File: src/rtl/mem_stall_ctrl_pkg.sv
// Shared types and constants for the MEM-stage stall controller.
package mem_ctrl_pkg;

  // Memory access sequencing states.
  typedef enum logic [1:0] {
    IDLE = 2'd0,
    WAIT = 2'd1,
    DONE = 2'd2
  } state_t;

  // Register $zero never creates a data dependency.
  localparam logic [4:0] REG_ZERO = 5'd0;

endpackage

File: src/rtl/mem_stall_ctrl_if.sv
// Pipeline/memory signal bundle between the stall controller and its environment.
interface mem_stall_ctrl_if #(
  parameter int DATA_W = 32,
  parameter int CNT_W  = 16
);
  logic              ex_mem_read;
  logic              ex_mem_write;
  logic              dmem_ack;
  logic [DATA_W-1:0] dmem_rdata;
  logic              id_ex_mem_read;
  logic [4:0]        id_ex_rd;
  logic [4:0]        if_id_rs;
  logic [4:0]        if_id_rt;
  logic              dmem_req;
  logic              dmem_we;
  logic [DATA_W-1:0] rdata;
  logic              pc_en;
  logic              if_id_en;
  logic              id_ex_en;
  logic              ex_mem_en;
  logic              id_ex_flush;
  logic              mem_wb_bubble;
  logic              mem_err;
  logic [CNT_W-1:0]  stall_cycles;

  // Controller side.
  modport master (
    input  ex_mem_read, ex_mem_write, dmem_ack, dmem_rdata,
           id_ex_mem_read, id_ex_rd, if_id_rs, if_id_rt,
    output dmem_req, dmem_we, rdata, pc_en, if_id_en, id_ex_en, ex_mem_en,
           id_ex_flush, mem_wb_bubble, mem_err, stall_cycles
  );

  // Pipeline and memory side.
  modport slave (
    output ex_mem_read, ex_mem_write, dmem_ack, dmem_rdata,
           id_ex_mem_read, id_ex_rd, if_id_rs, if_id_rt,
    input  dmem_req, dmem_we, rdata, pc_en, if_id_en, id_ex_en, ex_mem_en,
           id_ex_flush, mem_wb_bubble, mem_err, stall_cycles
  );

endinterface

File: src/rtl/mem_stall_ctrl_hazard_detect.sv
// Load-use hazard detection: a load in ID/EX whose destination feeds IF/ID.
module hazard_detect
  import mem_ctrl_pkg::*;
(
  input  logic       i_id_ex_mem_read,
  input  logic [4:0] i_id_ex_rd,
  input  logic [4:0] i_if_id_rs,
  input  logic [4:0] i_if_id_rt,
  output logic       o_load_use
);

  assign o_load_use = i_id_ex_mem_read
                    & (i_id_ex_rd != REG_ZERO)
                    & ((i_id_ex_rd == i_if_id_rs) | (i_id_ex_rd == i_if_id_rt));

endmodule

File: src/rtl/mem_stall_ctrl.sv
// MEM-stage controller: sequences variable-latency data memory accesses,
// freezes the front of the pipeline while one is outstanding, and resolves
// load-use hazards. Also latches load data, a sticky timeout flag and a
// saturating stall-cycle counter.
module mem_stall_ctrl
  import mem_ctrl_pkg::*;
#(
  parameter int DATA_W   = 32,
  parameter int MAX_WAIT = 16,
  parameter int CNT_W    = 16
) (
  input logic              clk,
  input logic              rst,
  mem_stall_ctrl_if.master bus
);

  localparam int WCNT_W = (MAX_WAIT > 2) ? $clog2(MAX_WAIT) : 1;
  localparam logic [WCNT_W-1:0] WAIT_LAST = WCNT_W'(MAX_WAIT - 1);

  state_t              r_state;
  state_t              w_state_nxt;
  logic [WCNT_W-1:0]   r_wait_cnt;
  logic                r_dmem_req;
  logic                r_dmem_we;
  logic [DATA_W-1:0]   r_rdata;
  logic                r_mem_err;
  logic [CNT_W-1:0]    r_stall_cycles;

  logic w_mem_op;
  logic w_mem_stall;
  logic w_ack_take;
  logic w_timeout;
  logic w_load_use;
  logic w_lu_stall;

  assign w_mem_op = bus.ex_mem_read | bus.ex_mem_write;

  hazard_detect u_hazard_detect (
    .i_id_ex_mem_read (bus.id_ex_mem_read),
    .i_id_ex_rd       (bus.id_ex_rd),
    .i_if_id_rs       (bus.if_id_rs),
    .i_if_id_rt       (bus.if_id_rt),
    .o_load_use       (w_load_use)
  );

  // State register.
  // NOTE: clocked state uses non-blocking assignments so every register
  // samples pre-edge values regardless of process ordering.
  always_ff @(posedge clk) begin
    if (rst) r_state <= IDLE;
    else     r_state <= w_state_nxt;
  end

  // Next-state and memory-stall decode.
  always_comb begin
    // NOTE: defaults first so no path leaves a signal unassigned (no latches).
    w_state_nxt = r_state;
    w_mem_stall = 1'b0;
    w_ack_take  = 1'b0;
    w_timeout   = 1'b0;
    unique case (r_state)
      IDLE: begin
        if (w_mem_op) begin
          w_mem_stall = 1'b1;
          w_state_nxt = WAIT;
        end
      end
      WAIT: begin
        w_mem_stall = 1'b1;
        if (bus.dmem_ack) begin
          w_ack_take  = 1'b1;
          w_state_nxt = DONE;
        end else if (r_wait_cnt == WAIT_LAST) begin
          w_timeout   = 1'b1;
          w_state_nxt = DONE;
        end
      end
      DONE:    w_state_nxt = IDLE;
      default: w_state_nxt = IDLE;
    endcase
    // Reset forces pipeline controls to their rest values.
    if (rst) begin
      w_mem_stall = 1'b0;
      w_ack_take  = 1'b0;
      w_timeout   = 1'b0;
    end
  end

  // Memory stall dominates; load-use only acts when memory is not stalling.
  assign w_lu_stall = w_load_use & ~w_mem_stall & ~rst;

  assign bus.pc_en         = ~(w_mem_stall | w_lu_stall);
  assign bus.if_id_en      = ~(w_mem_stall | w_lu_stall);
  assign bus.id_ex_en      = ~w_mem_stall;
  assign bus.ex_mem_en     = ~w_mem_stall;
  assign bus.id_ex_flush   = w_lu_stall;
  assign bus.mem_wb_bubble = w_mem_stall;

  // Request, direction, wait counter, read-data latch and error flag.
  always_ff @(posedge clk) begin
    if (rst) begin
      r_dmem_req <= 1'b0;
      r_dmem_we  <= 1'b0;
      r_wait_cnt <= '0;
      r_rdata    <= '0;
      r_mem_err  <= 1'b0;
    end else begin
      r_dmem_req <= (w_state_nxt == WAIT);
      if (r_state == IDLE && w_mem_op) begin
        r_dmem_we  <= bus.ex_mem_write;
        r_wait_cnt <= '0;
      end
      if (w_ack_take) begin
        if (!r_dmem_we) r_rdata <= bus.dmem_rdata;
      end else if (w_timeout) begin
        r_mem_err <= 1'b1;
        r_rdata   <= '0;
      end else if (r_state == WAIT) begin
        r_wait_cnt <= r_wait_cnt + 1'b1;
      end
    end
  end

  // Saturating count of cycles with any stall.
  always_ff @(posedge clk) begin
    if (rst) begin
      r_stall_cycles <= '0;
    end else if ((w_mem_stall | w_load_use) && !(&r_stall_cycles)) begin
      r_stall_cycles <= r_stall_cycles + 1'b1;
    end
  end

  assign bus.dmem_req     = r_dmem_req;
  assign bus.dmem_we      = r_dmem_we;
  assign bus.rdata        = r_rdata;
  assign bus.mem_err      = r_mem_err;
  assign bus.stall_cycles = r_stall_cycles;

endmodule

File: src/flat_wrapper.sv
// flat-port wrapper written by rule: the top's interface ports become plain ports
module mem_stall_ctrl_flat import mem_ctrl_pkg::*;
#(
  parameter int DATA_W   = 32,
  parameter int MAX_WAIT = 16,
  parameter int CNT_W    = 16
)
  (clk, rst, bus_ex_mem_read, bus_ex_mem_write, bus_dmem_ack, bus_dmem_rdata, bus_id_ex_mem_read, bus_id_ex_rd, bus_if_id_rs, bus_if_id_rt, bus_dmem_req, bus_dmem_we, bus_rdata, bus_pc_en, bus_if_id_en, bus_id_ex_en, bus_ex_mem_en, bus_id_ex_flush, bus_mem_wb_bubble, bus_mem_err, bus_stall_cycles);
  mem_stall_ctrl_if #(.DATA_W(DATA_W), .CNT_W(CNT_W)) bus_i ();
  input logic clk;
  input logic rst;
  input wire logic [$bits(bus_i.ex_mem_read)-1:0] bus_ex_mem_read;
  input wire logic [$bits(bus_i.ex_mem_write)-1:0] bus_ex_mem_write;
  input wire logic [$bits(bus_i.dmem_ack)-1:0] bus_dmem_ack;
  input wire logic [$bits(bus_i.dmem_rdata)-1:0] bus_dmem_rdata;
  input wire logic [$bits(bus_i.id_ex_mem_read)-1:0] bus_id_ex_mem_read;
  input wire logic [$bits(bus_i.id_ex_rd)-1:0] bus_id_ex_rd;
  input wire logic [$bits(bus_i.if_id_rs)-1:0] bus_if_id_rs;
  input wire logic [$bits(bus_i.if_id_rt)-1:0] bus_if_id_rt;
  output wire logic [$bits(bus_i.dmem_req)-1:0] bus_dmem_req;
  output wire logic [$bits(bus_i.dmem_we)-1:0] bus_dmem_we;
  output wire logic [$bits(bus_i.rdata)-1:0] bus_rdata;
  output wire logic [$bits(bus_i.pc_en)-1:0] bus_pc_en;
  output wire logic [$bits(bus_i.if_id_en)-1:0] bus_if_id_en;
  output wire logic [$bits(bus_i.id_ex_en)-1:0] bus_id_ex_en;
  output wire logic [$bits(bus_i.ex_mem_en)-1:0] bus_ex_mem_en;
  output wire logic [$bits(bus_i.id_ex_flush)-1:0] bus_id_ex_flush;
  output wire logic [$bits(bus_i.mem_wb_bubble)-1:0] bus_mem_wb_bubble;
  output wire logic [$bits(bus_i.mem_err)-1:0] bus_mem_err;
  output wire logic [$bits(bus_i.stall_cycles)-1:0] bus_stall_cycles;
  assign bus_i.ex_mem_read = bus_ex_mem_read;
  assign bus_i.ex_mem_write = bus_ex_mem_write;
  assign bus_i.dmem_ack = bus_dmem_ack;
  assign bus_i.dmem_rdata = bus_dmem_rdata;
  assign bus_i.id_ex_mem_read = bus_id_ex_mem_read;
  assign bus_i.id_ex_rd = bus_id_ex_rd;
  assign bus_i.if_id_rs = bus_if_id_rs;
  assign bus_i.if_id_rt = bus_if_id_rt;
  assign bus_dmem_req = bus_i.dmem_req;
  assign bus_dmem_we = bus_i.dmem_we;
  assign bus_rdata = bus_i.rdata;
  assign bus_pc_en = bus_i.pc_en;
  assign bus_if_id_en = bus_i.if_id_en;
  assign bus_id_ex_en = bus_i.id_ex_en;
  assign bus_ex_mem_en = bus_i.ex_mem_en;
  assign bus_id_ex_flush = bus_i.id_ex_flush;
  assign bus_mem_wb_bubble = bus_i.mem_wb_bubble;
  assign bus_mem_err = bus_i.mem_err;
  assign bus_stall_cycles = bus_i.stall_cycles;
  mem_stall_ctrl #(.DATA_W(DATA_W), .MAX_WAIT(MAX_WAIT), .CNT_W(CNT_W)) u_core (.clk(clk), .rst(rst), .bus(bus_i));
endmodule
File: config.mk
export PLATFORM = sky130hd
export DESIGN_NAME = mem_stall_ctrl_flat
export DESIGN_NICKNAME = d
export VERILOG_FILES = /design/src/rtl/mem_stall_ctrl_pkg.sv /design/src/rtl/mem_stall_ctrl_if.sv /design/src/rtl/mem_stall_ctrl_hazard_detect.sv /design/src/rtl/mem_stall_ctrl.sv /design/src/flat_wrapper.sv
export SDC_FILE = /design/constraint.sdc
export NUM_CORES = 1
export LEC_CHECK = 0
export ABC_AREA = 1
export CORE_UTILIZATION = 27
export DETAILED_ROUTE_END_ITERATION = 8
export DONT_BUFFER_PORTS = 1
export SLEW_MARGIN = 15
export SYNTH_ARGS = -nofsm -noshare
export SYNTH_HDL_FRONTEND = slang
export SYNTH_HIERARCHICAL = 1
export SYNTH_SLANG_ARGS = --single-unit
export TNS_END_PERCENT = 10
File: constraint.sdc
create_clock -name clk -period 2 [get_ports clk]
set_clock_uncertainty 0.1 [all_clocks]
set_input_delay 0.5 -clock clk [delete_from_list [all_inputs] [get_ports clk]]
set_output_delay 0.5 -clock clk [all_outputs]
set_load 0.1 [all_outputs]
### Word level (Yosys, flattened, before mapping)

Index checks and enable logic that the tools add are counted.

* flip-flop bits (word level): 57
* input port bits: 53
* word-level logic and storage cells: 57
* output and inout bits: 57

* muxes and demuxes: 21
* bitwise operators: 12
* add/subtract/negate cells: 2
* reduce and logical (&&, ||, !) cells: 9
* equal/unequal tests: 6

Operators with widths (number)
* $mux W32: 3
* $add A16 B1 Y16 const B: 1
* $mux W4: 4
* $reduce_and A16 Y1: 1
* $eq A5 B5 Y1: 2
* $mux W1: 9
* $mux W2: 3
* $reduce_bool A5 Y1: 1
* $add A4 B1 Y4 const B: 1
* $and A1 B1 Y1: 4
* $eq A2 B1 Y1 const B: 2
* $eq A4 B4 Y1 const B: 1
* $not A1 Y1: 4
* $or A1 B1 Y1: 4
* $pmux W2 S2: 1
* $reduce_and A2 Y1: 2
* $logic_and A1 B1 Y1: 2
* $logic_not A2 Y1: 1
* $ne A2 B2 Y1 const B: 1
* $pmux W1 S2: 1
* $reduce_bool A2 Y1: 1
* $logic_not A1 Y1: 1

### Depth between registers and ports, before layout

Gate-level depths: netlist of run 1.

* word-level depth: 9
* gate-level depth with buffers: 13
* mapped depth without buffers: 12

### Modules after synthesis

Netlist of run 1, hierarchy kept.

By module, submodules not included
* mem_stall_ctrl: times used 1, cells each 368, seq. area each 1141.1 um^2, area an instance 2726.4 um^2
* hazard_detect: times used 1, cells each 45, seq. area each 0.0 um^2, area an instance 195.2 um^2

### Worst setup path after synthesis of run 1

No wires, ideal clock.

* path kind: input -> output
* start point: input port bus_if_id_rs[2]
* end point: output port bus_pc_en
* arrival time: 4.972 ns
* stages on the path: 10
* required time: 1.400 ns
* setup slack: -3.572 ns
* path buffers: 1
* cell sequence: inv_1 nand2_1 nand2_1 nor2_1 nand3_1 a21oi_2 inv_1 nor3_1 nor2_1 buf_4

* longest elaborated chain between the ends: 7

RTL lines
* from (decl): line flat_wrapper.sv:18 `input wire logic [$bits(bus_i.if_id_rs)-1:0] bus_if_id_rs;`
* $eq A5 B5 Y1: line mem_stall_ctrl_hazard_detect.sv:14 `& ((i_id_ex_rd == i_if_id_rs) | (i_id_ex_rd == i_if_id_rt));`
* $or A1 B1 Y1: line mem_stall_ctrl_hazard_detect.sv:14
* $and A1 B1 Y1: line mem_stall_ctrl_hazard_detect.sv:14
* via u_core.w_load_use: line mem_stall_ctrl.sv:33 `logic w_load_use;`
* $and A1 B1 Y1 (2 in series): line mem_stall_ctrl.sv:90 `assign w_lu_stall = w_load_use & ~w_mem_stall & ~rst;`
* via bus_id_ex_flush: line flat_wrapper.sv:27 `output wire logic [$bits(bus_i.id_ex_flush)-1:0] bus_id_ex_flush;`
* $or A1 B1 Y1
* $not A1 Y1
* to (decl): line flat_wrapper.sv:23 `output wire logic [$bits(bus_i.pc_en)-1:0] bus_pc_en;`

The timed path passes the listed nets, and every way through them passes these cells.

### Worst setup path after layout of run 1

* start point: input port bus_if_id_rs[1]
* end point: output port bus_pc_en

* longest elaborated chain between the ends: 7

RTL lines (line)
* $eq A5 B5 Y1: mem_stall_ctrl_hazard_detect.sv:14
* $or A1 B1 Y1: mem_stall_ctrl_hazard_detect.sv:14
* $and A1 B1 Y1: mem_stall_ctrl_hazard_detect.sv:14
* via u_core.w_load_use: mem_stall_ctrl.sv:33
* $and A1 B1 Y1 (2 in series): mem_stall_ctrl.sv:90
* $or A1 B1 Y1
* $not A1 Y1

The timed path passes the listed nets, and every way through them passes these cells.

==> impl_metrics.yaml, run 1 <==
worst_setup_path:
  worstSetupEndpointType: "primary output"
  required_ns: 1.40
  crit_type: "input port to primary output"
  crit_fanout: 2
  crit-reg2reg-launch: "u_core/r_wait_cnt[0]$_SDFF_PP0_"
  cp-startpoint: "bus_if_id_rs[1]"
  cp.arrival_ns: 1.47
  cp-start-kind: "input port"
cts:
  cts_buffer_depth: 2
  cts_sinks: 57
  cts_root_buf: "clkbuf_8"
  ctsHtreeMaxLevel: 3
  clk_pin_slew_ns: 0.07
  numCtsBuffers: 9
  clock_latency_ns: 0.33
  cts_tree: "yes"
synthesis:
  synth_area_um2: 2920
  seq_area_frac_synth: 0.391
  netlist_instances: 413
  synthArstFlopShare: 0
  synth.distinct_cells: 27
  synth_top_family_by_area: "simple AND/OR/NAND/NOR gates"
  ys_seq_elements: 57
  yosysTopAreaCell: "dfxtp_1"
  synth_area_leaders: "dfxtp_1 (39%), nand2_1 (12%), a21oi_2 (9.6%)"
  yosys_warnings: 6
  synthSimpleGateAreaFrac: 0.280
  synth_ff_type: "dfxtp_1"
  syn_nets: 468
  synth_xor_area_frac: 0.0180
  synth-compound-area-share: 0.208
  synth_top_area_frac: 0.391
  synthAdderAreaFrac: 0.00857
  synth_edf_count: 0
  synth.mux.area_fraction: 0
  syn-mean-instance-area_um2: 7.07
grt:
  grt_overflow: 0
  grt_pass1_vias: 2785
  grt_pass1_wl_mm: 12.3
  grt_start_max_net_pins: 40
  antenna_found_initial: 0
  grt.total_usage: 0.137
sta:
  relSlewSlack: 0.463
  setup_viol: 3
  hold_viol: 0
  tns_ns: -0.210
  timing.final.ws_setup_ns: -0.0733
  rsz0062_at_grt: "yes"
  final.min_clock_period_ns: 2.07
  worst_pin_slew_ns: 0.804
  hold_slack_ns: 0.133
  slew_viol_final: 0
  post-route-period-util: 1.04
  fmax_mhz: 482
place:
  dp_cells: 593
  gp_congestion: 0.800
  hpwl_mm: 5.33
  dpl-instance-area_um2: 3560
  place_ws_ns: -0.106
  io_buffers: 0
min_path:
  hp-class: "input port to flip-flop"
  min-delay-start: "rst"
floorplanning:
  initial_utilization: 0.280
  dieHeight_um: 106
  rows: 37
  die_x_um: 106
  fp.dieArea_um2: 11200
  placeableCoreArea_um2: 10400
  io_pins: 110
finish:
  drive_above_1_share: 0.321
  mostFrequentLayoutCells: "nand2_1 (82), nor2_1 (63), buf_4 (59), dfxtp_1 (56), o21ai_0 (37)"
  nets: 524
  diodes: 0
  final_util: 0.363
  layout_commonest_cell: "nand2_1"
  num-fill-cells: 1119
  finalInstanceArea_um2: 3780
  final_cells: 610
  area_growth_pct: 29.4
routing:
  drc: 0
  drtAntennaViolNets: 0
  routed_wl_mm: 7.40
  via_per_inst: 4.68
  drtIter0Drc: 120
  drtPass1Iterations: 5
  avgRoutedWirePerCell_um: 12.1
  vias: 2852
status:
  violations: "negative setup slack"
  status: "finished with violations"
power:
  p_leak_nw: 1.56
  finalPower_mw: 2.84
  p_per_area_nw_per_um2: 751
  vdd_drop_max_mv: 0.466
run:
  max_cap_viol_count: 0
[power breakdown]
group | internal (mW) | leakage (nW) | switching, mW
Combinational | 0.164 | 1.02 | 0.524
Sequential | 1.18 | 0.463 | 0.0226
Clock | 0.450 | 0.0785 | 0.499
[cell families (layout without fill, tap and decap cells)]
| logic type | Yosys count | count (layout) |
|---|---|---|
| adder cells (fa/ha/maj) | 2 | 2 |
| XOR/XNOR | 6 | 6 |
| buffers and inverters | 58 | 119 |
| AND/OR/NAND/NOR | 195 | 195 |
| AO/OA/AOI/OAI | 95 | 95 |
| flip-flops | 57 | 57 |
[flip-flops by register name (all words and copies together) (netlist names)]
| signal | cells |
|---|---|
| u_core/r_wait_cnt | 4 |
| u_core/bus.rdata | 32 |
| u_core/bus.stall_cycles | 16 |
| u_core/bus.dmem_req | 1 |
| u_core/r_state | 2 |
| u_core/bus.mem_err | 1 |
| u_core/bus.dmem_we | 1 |
[worst paths after layout]
check,slack (ns),endpoint,depth (start not counted)
min reg2reg,0.37,u_core/r_wait_cnt[3]$_SDFF_PP0_,1
max,-0.07,bus_pc_en,10
min,0.13,u_core/bus.stall_cycles[2]$_SDFFE_PP0P_,1
max reg2reg,0.15,u_core/bus.rdata[1]$_SDFFE_PP0P_,8
[cell usage after synthesis, types with 4 or more instances]
cell type and count:
nand2_2 6, nor2_1 64, nand3_1 18, buf_4 6, clkbuf_1 4, buf_6 4
inv_1 31, o21ai_1 5, inv_2 7, nand4_1 5, nand2_1 90, a21oi_1 20
o21ai_0 37, a21oi_2 32, buf_2 6, dfxtp_1 57
[worst max-delay path, cell delays in order]
cell and delay, ns:
inv_8 0.01, nand2_2 0.04, nand2_1 0.05, nor2_1 0.11, nand3_1 0.10, a21oi_2 0.16, inv_2 0.06, nor3_4 0.18
nor2_4 0.07, buf_12 0.20
[metal layers]
layer	global-route usage	share of wire	up-vias
li1	-	-	1438
met1	0.139	0.40	1305
met2	0.241	0.48	99
met3	0.0693	0.097	10
met4	0.0506	0.018	0
met5	0	0	-
[what timing repair did]
| item | CTS | global route |
|---|---|---|
| gates resized for setup | 2 | 14 |
| hold buffers | 0 | 0 |
| endpoints found under the setup margin | 6 | 21 |
| buffers inserted | 1 | 0 |
| pin swaps | 2 | 4 |
[layout make-up]
cell class	instances	area, um^2	share of cell area
clock inverter	6	45.0	0.0119
tap	136	170	0.0450
multi-input combinational	298	1580	0.417
clock buffer	10	128	0.0338
inverter	38	174	0.0460
sequential	57	1140	0.302
timing repair buffer	65	546	0.144
(Power assumes the default switching activity.)
==> run 2: changes to the inputs <==
--- a/config.mk
+++ b/config.mk
@@ -6,6 +6,7 @@
 export NUM_CORES = 1
 export LEC_CHECK = 0
 export ABC_AREA = 1
+export CORE_ASPECT_RATIO = 0.75
 export CORE_UTILIZATION = 27
 export DETAILED_ROUTE_END_ITERATION = 8
 export DONT_BUFFER_PORTS = 1
==> run 2 against run 1 <==
The flow still finishes with violations (negative setup slack). Sequential cell count unchanged. Register-to-register slack better by 0.05 ns. Via count shrank 0.35%. Design area rose by 2.8%. Non-clock buffer count rose by 4.
==> impl_metrics.yaml, run 2 (synthesized netlist as in run 1, its figures left out) <==
status:
  status: "finished with violations"
  violations: "negative setup slack"
grt:
  antenna_found_initial: 0
  grt.total_usage: 0.143
  grt_overflow: 0
  grt_pass1_vias: 2667
  grt_pass1_wl_mm: 12.5
  grt_start_max_net_pins: 40
worst_setup_path:
  cp-start-kind: "flip-flop"
  crit_type: "flip-flop to primary output"
  cp.arrival_ns: 1.50
  required_ns: 1.40
  crit_fanout: 4
  worstSetupEndpointType: "primary output"
floorplanning:
  io_pins: 110
  fp.dieArea_um2: 11200
  dieHeight_um: 92.1
  initial_utilization: 0.281
  rows: 32
  die_x_um: 122
  placeableCoreArea_um2: 10400
run:
  max_cap_viol_count: 0
min_path:
  hp-class: "input port to flip-flop"
place:
  place_ws_ns: -0.182
  dpl-instance-area_um2: 3610
  io_buffers: 0
  hpwl_mm: 5.77
  gp_congestion: 0.829
sta:
  tns_ns: -0.277
  rsz0062_at_grt: "yes"
  timing.final.ws_setup_ns: -0.0965
  post-route-period-util: 1.05
  slew_viol_final: 0
  worst_pin_slew_ns: 0.385
  hold_viol: 0
  final.min_clock_period_ns: 2.10
  fmax_mhz: 477
  setup_viol: 3
  relSlewSlack: 0.742
cts:
  clock_latency_ns: 0.32
  postCtsSetupRepairBufs: 0
  cts_tree: "yes"
  numCtsBuffers: 9
  cts_buffer_depth: 2
  cts_root_buf: "clkbuf_16"
  hold_buffers: 0
  ctsHtreeMaxLevel: 3
  cts_sinks: 57
  clk_pin_slew_ns: 0.05
power:
  vdd_drop_max_mv: 0.405
  p_leak_nw: 1.63
  p_per_area_nw_per_um2: 827
finish:
  diodes: 0
  area_growth_pct: 33.1
  mostFrequentLayoutCells: "nand2_1 (83), buf_4 (62), nor2_1 (61), dfxtp_1 (57), o21ai_0 (37)"
  drive_above_1_share: 0.316
  finalInstanceArea_um2: 3890
  nets: 528
  layout_commonest_cell: "nand2_1"
  largest_reg_flops: 32
routing:
  drtIter0Drc: 124
  top_layer: "met4"
  via_per_inst: 4.63
  met3_length_um: 542
  drtPass1Iterations: 4
  vias: 2842
  wl_met1_mm: 3.64
  wl_met2_mm: 3.49
  routed_wl_mm: 7.79
  drc: 0
  avgRoutedWirePerCell_um: 12.7
  drtAntennaViolNets: 0
-- run 2: cell count changes in the layout (fill, tap and decap cells not counted), moves of 2 or more --
| cell | change |
|---|---|
| inv_1 | +3 |
| nand2_4 | -2 |
| buf_4 | +3 |
| clkinv_4 | -2 |
| nor2_2 | +2 |
| nor2_1 | -2 |
| clkbuf_8 | -9 |
| clkbuf_16 | +9 |
| clkinvlp_4 | -3 |
| clkinv_2 | +3 |
| clkbuf_1 | +2 |
-- run 2: path summary, 6_finish.rpt --
kind                                   startpoint                                  endpoint  slack, ns  depth (start not counted)
setup / recovery     u_core/r_state[1]$_SDFF_PP0_                                 bus_pc_en       -0.1                          7
hold / removal                                rst   u_core/bus.stall_cycles[4]$_SDFFE_PP0P_       0.15                          1
setup reg to reg     u_core/r_state[1]$_SDFF_PP0_  u_core/bus.stall_cycles[12]$_SDFFE_PP0P_       0.20                         11
hold reg to reg   u_core/bus.mem_err$_SDFFE_PP0P_           u_core/bus.mem_err$_SDFFE_PP0P_       0.35                          2
-- run 2: per-layer routing --
metal / vias to the layer above / track usage
li1: 1448 / -
met1: 1308 / 0.180
met2: 75 / 0.220
met3: 11 / 0.0479
met4: 0 / 0.0600
met5: - / 0
-- run 2: timing repair --
action,CTS,global route
resized for setup,2,5
endpoints found under the setup margin,4,4
pin swaps,0,4
-- run 2: critical path, stage by stage, from the launching register on --
cell	delay, ns
dfxtp_1	0.30
inv_1	0.06
nand2_2	0.14
nand2_4	0.10
nand2_8	0.09
clkinvlp_4	0.10
nor2_4	0.17
buf_12	0.20
-- run 2: metrics by stage --
stage          power [mW]  hold slack (ns)  cells  utilization
4_1_cts              3.29            0.123    614        0.373
5_1_grt              3.38            0.129    614        0.374
3_5_place_dp         1.92            0.350    598        0.347
6_report             3.22            0.147    614        0.374
2_1_floorplan        1.79            0.321    413            -
3_3_place_gp         1.91            0.345    598        0.347
-- run 2: layout make-up --
class / instances / area, um^2
sequential: 57 / 1140
inverter: 38 / 164
multi-input combinational: 298 / 1570
tap: 136 / 170
fill: 1099 / 6520
clock buffer: 12 / 236
timing repair buffer: 69 / 588
clock inverter: 4 / 20.0
-- run 2: power by group --
group	total, mW	internal [mW]	switching [mW]
Clock	1.32	0.827	0.491
Combinational	0.697	0.166	0.530
Sequential	1.20	1.18	0.0183
==> RTL change 1, RTL diff (config.mk and constraints of run 1) <==
`MAX_WAIT` is set to 16 in 2 places; all go to 8.
--- a/src/rtl/mem_stall_ctrl.sv
+++ b/src/rtl/mem_stall_ctrl.sv
@@ -8,3 +8,3 @@
   parameter int DATA_W   = 32,
-  parameter int MAX_WAIT = 16,
+  parameter int MAX_WAIT = 8,
   parameter int CNT_W    = 16
--- a/src/flat_wrapper.sv
+++ b/src/flat_wrapper.sv
@@ -4,3 +4,3 @@
   parameter int DATA_W   = 32,
-  parameter int MAX_WAIT = 16,
+  parameter int MAX_WAIT = 8,
   parameter int CNT_W    = 16
Function: changed (Yosys sat finds a counterexample within 10 cycles, from zero or initial values and one cycle with rst high).
==> RTL change 1 against run 1 <==
- the run still ends with negative setup slack left
- synthesized area barely moved
- register-to-register slack improved by 0.04 ns
- power shrank 12%
- hold slack better by 0.023 ns
- design area is 2.6% lower
- global-route usage is 0.91 points lower
- wire length fell by 2.2%
- synthesized cell count fell by 2.4%
- first-iteration DRC count rose by 26%
- sequential cell count shrank 1
- setup slack got worse by 0.083 ns
- critical path type unchanged
==> RTL change 1: results (changes against run 1) <==
- Dpl cell area: 3570 um2 (about the same)
- 1st-pass router iterations: 4 (-1)
- Switching pwr: 0.925 mW (-12%)
- Clk_lat worst skew: 0.30 ns (-0.03 ns)
- Vias in the first global route: 2,595 (-6.8%)
- Final hold slack: 0.156 ns (+0.0228 ns)
- GRT Total Usage: 12.8% (-0.91 points)
- Max VDD drop: 387 uV (-17%)
- Crit path DAT: 1.56 ns (+0.09 ns)
- Distinct cell type count after synthesis: 28 (+3.7%)
- Crit Reg-Reg Startpoint: u_core/bus.stall_cycles[0]
- Syn nets: 459 (-1.9%)
- WHS Endpoint: u_core/bus.stall_cycles[14]
- Sequential fraction of the synthesis area: 38.4% (-0.70 points)
- R2R Path End: u_core/bus.stall_cycles[11]
- Final nets: 512 (-2.3%)
- Synth area leaders: dfxtp_1 (38%), nand2_1 (11%), a21oi_2 (10%), nor2_1 (8.3%), o21ai_0 (7.2%)
- Post-Synth XOR/XNOR Area: 1.80% (about the same)
- Setup Total Neg Slack: -0.446 ns (-0.236 ns)
- Outcome: finished, violations left
- Synth top cells by count: nand2_1 (83), nor2_1 (65), dfxtp_1 (56), o21ai_0 (42), a21oi_2 (35)
- Reg2reg setup slack: 0.19 ns (+0.04 ns)
- GP Congestion: 0.784 (-2.1%)
- Routed vias: 2,754 (-3.4%)
- First-pass GRT wire length: 11,700 um (-5.3%)
- Cts bufs inserted: 5 (-4)
- Layout cells sized above 1: 30.9% (-1.2 points)
- Biggest cell delay along the critical path: 0.25 ns (+0.05 ns)
- 1st-iter DRT viols: 151 (+26%)
- H-tree depth: 2 (-1)
- Final setup vio count: 3 (unchanged)
- WL per Instance: 12.2 um (+0.64%)
- Adder-Cell Fraction of Synth Area: 1.28% (+0.43 points)
- P_leak: 1.54 nW (-0.88%)
- Final worst slack: -0.156 ns (-0.0831 ns)
- Failing checks: negative setup slack
- Postcts setup bufs: 0 (-1)
==> RTL change 1: cell count changes after synthesis, moves of 4 or more <==
cell            run 1  this run
o21ai_0            37        42
nand2_1            90        83
buf_6               4         9
buf_4               6         2
a21oi_1            20        15
o21ai_1             5         0
==> RTL change 1: worst max path at each step <==
stage	start	to	slack (ns)
CTS	bus_id_ex_rd[0]	bus_pc_en	-0.15
finish	bus_if_id_rs[0]	bus_pc_en	-0.16
global placement	bus_if_id_rs[1]	bus_id_ex_flush	-0.18
floorplan	bus_id_ex_rd[0]	bus_pc_en	-1.08
detailed placement	bus_id_ex_rd[0]	bus_id_ex_flush	-0.19
global route	bus_id_ex_rd[0]	bus_pc_en	-0.28
==> RTL change 1: cell families (layout without fill, tap and decap cells) <==
| family | Yosys count | after routing |
|---|---|---|
| compound gates | 94 | 94 |
| simple gates | 188 | 188 |
| flops | 56 | 56 |
| fa+ha+maj | 3 | 3 |
| xor+xnor | 6 | 6 |
| buf+inv | 56 | 110 |
==> RTL change 1: cell type report <==
class,count,share of cell area [%]
timing repair buffer,66,15.7
inverter,36,4.28
clock buffer,6,1.97
sequential,56,30.5
tap,136,4.62
multi-input combinational,291,42.5
clock inverter,2,0.374
==> RTL change 1: worst reg2reg max path, cell delays in order, from the launching register on <==
cell      delay [ns]
dfxtp_1         0.41
ha_1            0.23
nand2_1         0.07
nor2_1          0.19
nand2_2         0.14
clkinv_2        0.08
nand2_4         0.11
nand2_4         0.21
nand2_1         0.07
a21oi_1         0.14
==> RTL change 1: through the flow <==
stage	utilization, %	std cells	worst slack, ns
after floorplan	-	403	-1.08
after global placement	34.2	585	-0.182
after detailed placement	34.2	585	-0.192
after CTS	35.3	593	-0.146
after global routing	35.3	593	-0.276
final	35.3	593	-0.156
==> RTL change 1: per-layer routing <==
layer,global-route usage (%),vias up,part of all wire [%]
met3,3.74,6,7.7
met4,2.88,0,1.0
li1,-,1404,-
met1,14.6,1260,42
met5,0,-,0
met2,23.3,84,49
==> RTL change 1: timing repair <==
item | 4_1_cts | 5_1_grt
gates resized for setup | 5 | 5
pin swaps | 2 | 1
endpoints found under the hold margin | 0 | 0
endpoints found under the setup margin | 6 | 6
cloned | 0 | 0
==> RTL change 1: power by group through the flow <==
stage          logic, mW  registers, mW  clock network, mW
5_1_grt            0.735           1.19              0.702
3_3_place_gp       0.680           1.21                  0
4_1_cts            0.695           1.18              0.668
3_5_place_dp       0.690           1.21                  0
6_report           0.695           1.18              0.630
2_1_floorplan      0.287           1.49                  0
==> RTL change 2, RTL diff (config.mk and constraints of run 1) <==
Without the edit above. Reset style: asynchronous (`rst`), changed in 3 clocked blocks.
--- a/src/rtl/mem_stall_ctrl.sv
+++ b/src/rtl/mem_stall_ctrl.sv
@@ -48,3 +48,3 @@
   // samples pre-edge values regardless of process ordering.
-  always_ff @(posedge clk) begin
+  always_ff @(posedge clk or posedge rst) begin
     if (rst) r_state <= IDLE;
@@ -99,3 +99,3 @@
   // Request, direction, wait counter, read-data latch and error flag.
-  always_ff @(posedge clk) begin
+  always_ff @(posedge clk or posedge rst) begin
     if (rst) begin
@@ -124,3 +124,3 @@
   // Saturating count of cycles with any stall.
-  always_ff @(posedge clk) begin
+  always_ff @(posedge clk or posedge rst) begin
     if (rst) begin
Function: differs if rst is asserted again (counterexample within 4 cycles, from zero or initial values and one cycle with rst high); with rst held inactive, the same outputs for 10 cycles.
==> RTL change 2 against run 1 <==
- the run still ends with negative setup slack left
- sequential cell count is the same
- hold slack got worse by 0.076 ns
- sequential share of layout area grew 4.0 points
- synthesized area up 5.1%
- design area rose by 10%
- setup slack lost 0.15 ns
- wire length rose by 4.1%
- critical path type unchanged
- largest cell class unchanged
Power is not compared: it rests on default switching activity, and its combinational part moved more than twofold at a synthesized area within 25%.
==> RTL change 2: results (changes against run 1) <==
- Outcome: finished, violations left
- Failing checks: negative setup slack
- Layout cells sized above 1: 25.1% (-7.0 points)
- P_leak: about 2.1 nW
- Fillers: 1,113 (-0.54%)
- Worst slew margin: 39.9% (-6.4 points)
- Synth warnings: 6 (unchanged)
- 1st-pass router iterations: 4 (-1)
- Crit path DAT: 1.62 ns (+0.15 ns)
- Synth area leaders: dfrtp_1 (46%), nand2_1 (19%), nand3_1 (13%), nor2_1 (3.4%), inv_1 (3.1%)
- 1st-iter DRT viols: 202 (+68%)
- Sequential fraction of the synthesis area: 46.4% (+7.4 points)
- Final setup vio count: 5 (+2)
- DP Wirelength: 5570 um (+4.5%)
- Setup Total Neg Slack: -0.719 ns (-0.509 ns)
- WL per Instance: 12.3 um (+1.5%)
- Biggest cell delay along the critical path: 0.26 ns (+0.06 ns)
- Cts bufs inserted: 9 (unchanged)
- Clk_lat worst skew: 0.32 ns
- Number of flip-flops in the largest register: 32 (unchanged)
- Crit-path slowest cell: nor3_4
- Predominant post-synthesis flop cell: dfrtp_1
- Buffer levels on the longest clock path: 2 (unchanged)
- Antenna cells: 0 (unchanged)
- Dpl cell area: 3760 um2 (+5.5%)
- Cell family with most CP delay: simple AND/OR/NAND/NOR gates
- Max FO, Critical Path: 3 (+1)
- Distinct cell type count after synthesis: 25 (-7.4%)
- Synth top cells by count: nand2_1 (152), nand3_1 (81), dfrtp_1 (57), nor2_1 (28), inv_1 (25)
- GP Congestion: 0.795 (-0.60%)
- First-pass GRT wire length: 12,300 um (unchanged)
- Vias in the first global route: 2,666 (-4.3%)
- Pin count of the biggest net entering global routing: 41 (+2.5%)
- Worst-path clk slew: 0.06 ns
- H-tree depth: 3 (unchanged)
- Max VDD drop: around 1300 uV
- Final worst slack: -0.220 ns (-0.147 ns)
- CTS root buffer: clkbuf_16
- Hold Crit Class: in -> async
- # port buffers: 0 (unchanged)
- Fraction of registers with async set/reset: 100% (+100 points)
- Initial antenna violation count: 0 (unchanged)
- GRT Total Usage: 13.3% (-0.40 points)
- Routed vias: 2,883 (+1.1%)
- Switching pwr: 4.59 mW
- Final nets: 536 (+2.3%)
- Syn nets: 466 (-0.43%)
[RTL change 2: logic make-up (layout without fill, tap and decap cells)]
| group | Yosys count | after routing | synth area share, % |
|---|---|---|---|
| buffers and inverters | 48 | 123 | 7.58 |
| AND/OR/NAND/NOR | 282 | 282 | 39.9 |
| flip-flops | 57 | 57 | 46.4 |
| AO/OA/AOI/OAI | 12 | 12 | 2.44 |
| adder cells (fa/ha/maj) | 2 | 2 | 0.815 |
| XOR/XNOR | 10 | 10 | 2.85 |
[RTL change 2: repair_timing]
item,4_1_cts,5_1_grt
buffers inserted,2,1
setup endpoints to repair,6,6
gates resized for setup,7,9
pin swaps,3,4
hold buffers,0,0
[RTL change 2: power by group through the flow]
stage	combinational [mW]	sequential, mW	clock (mW)
after floorplan	1.06	4.47	0
after global placement	4.68	1.81	0
after detailed placement	4.73	1.83	0
after CTS	4.78	1.81	1.72
after global routing	5.00	1.85	1.77
final	4.77	1.80	1.66
[RTL change 2: cell type report]
cell class                      count  area share (%)
Clock buffer                        9            5.40
Timing Repair Buffer               75            15.3
Tap cell                          140            4.20
Inverter                           32            3.03
Sequential cell                    57            34.2
Clock inverter                      7            2.43
Multi-Input combinational cell    306            35.4
[RTL change 2: worst paths after layout]
check / to / start / cells past startpoint / slack, ns
worst max-delay path: bus_if_id_en / bus_id_ex_rd[0] / 8 / -0.22
worst min-delay path: u_core/bus.mem_err / rst / 2 / 0.06
worst max register to register: u_core/bus.stall_cycles[0] / u_core/r_state[1] / 10 / 0.23
worst min register to register: u_core/bus.rdata[7] / u_core/bus.rdata[7] / 2 / 0.40
max in group asynchronous: u_core/bus.rdata[25] / rst / 3 / 0.96
min in group clk: u_core/bus.rdata[7] / bus_dmem_rdata[7] / 2 / 0.22
[RTL change 2: worst reg2reg max path, stage by stage, from the launching register on]
cell and delay, ns:
dfrtp_1 0.38, inv_2 0.07, o21ai_2 0.06, nand2_1 0.08
buf_6 0.13, nand2_8 0.05, buf_4 0.14, buf_4 0.14
a21oi_4 0.37, nand2_1 0.11, nand2_1 0.07
[RTL change 2: per-stage QoR]
step	cells	utilization [%]	hold slack (ns)	worst slack [ns]
2_1_floorplan	411	-	0.413	-2.87
3_3_place_gp	607	34.2	0.387	-0.185
3_5_place_dp	607	34.2	0.392	-0.196
4_1_cts	625	37.5	0.0573	-0.133
5_1_grt	626	38.0	0.0704	-0.279
6_report	626	38.0	0.0573	-0.220
[RTL change 2: metal layers]
| metal | global-route usage [%] | up-vias | wire [um] |
|---|---|---|---|
| met2 | 23.0 | 89 | 3750 |
| li1 | - | 1459 | - |
| met3 | 4.84 | 10 | 606 |
| met4 | 4.15 | 0 | 97 |
| met5 | 0 | - | 0 |
| met1 | 15.3 | 1325 | 3260 |
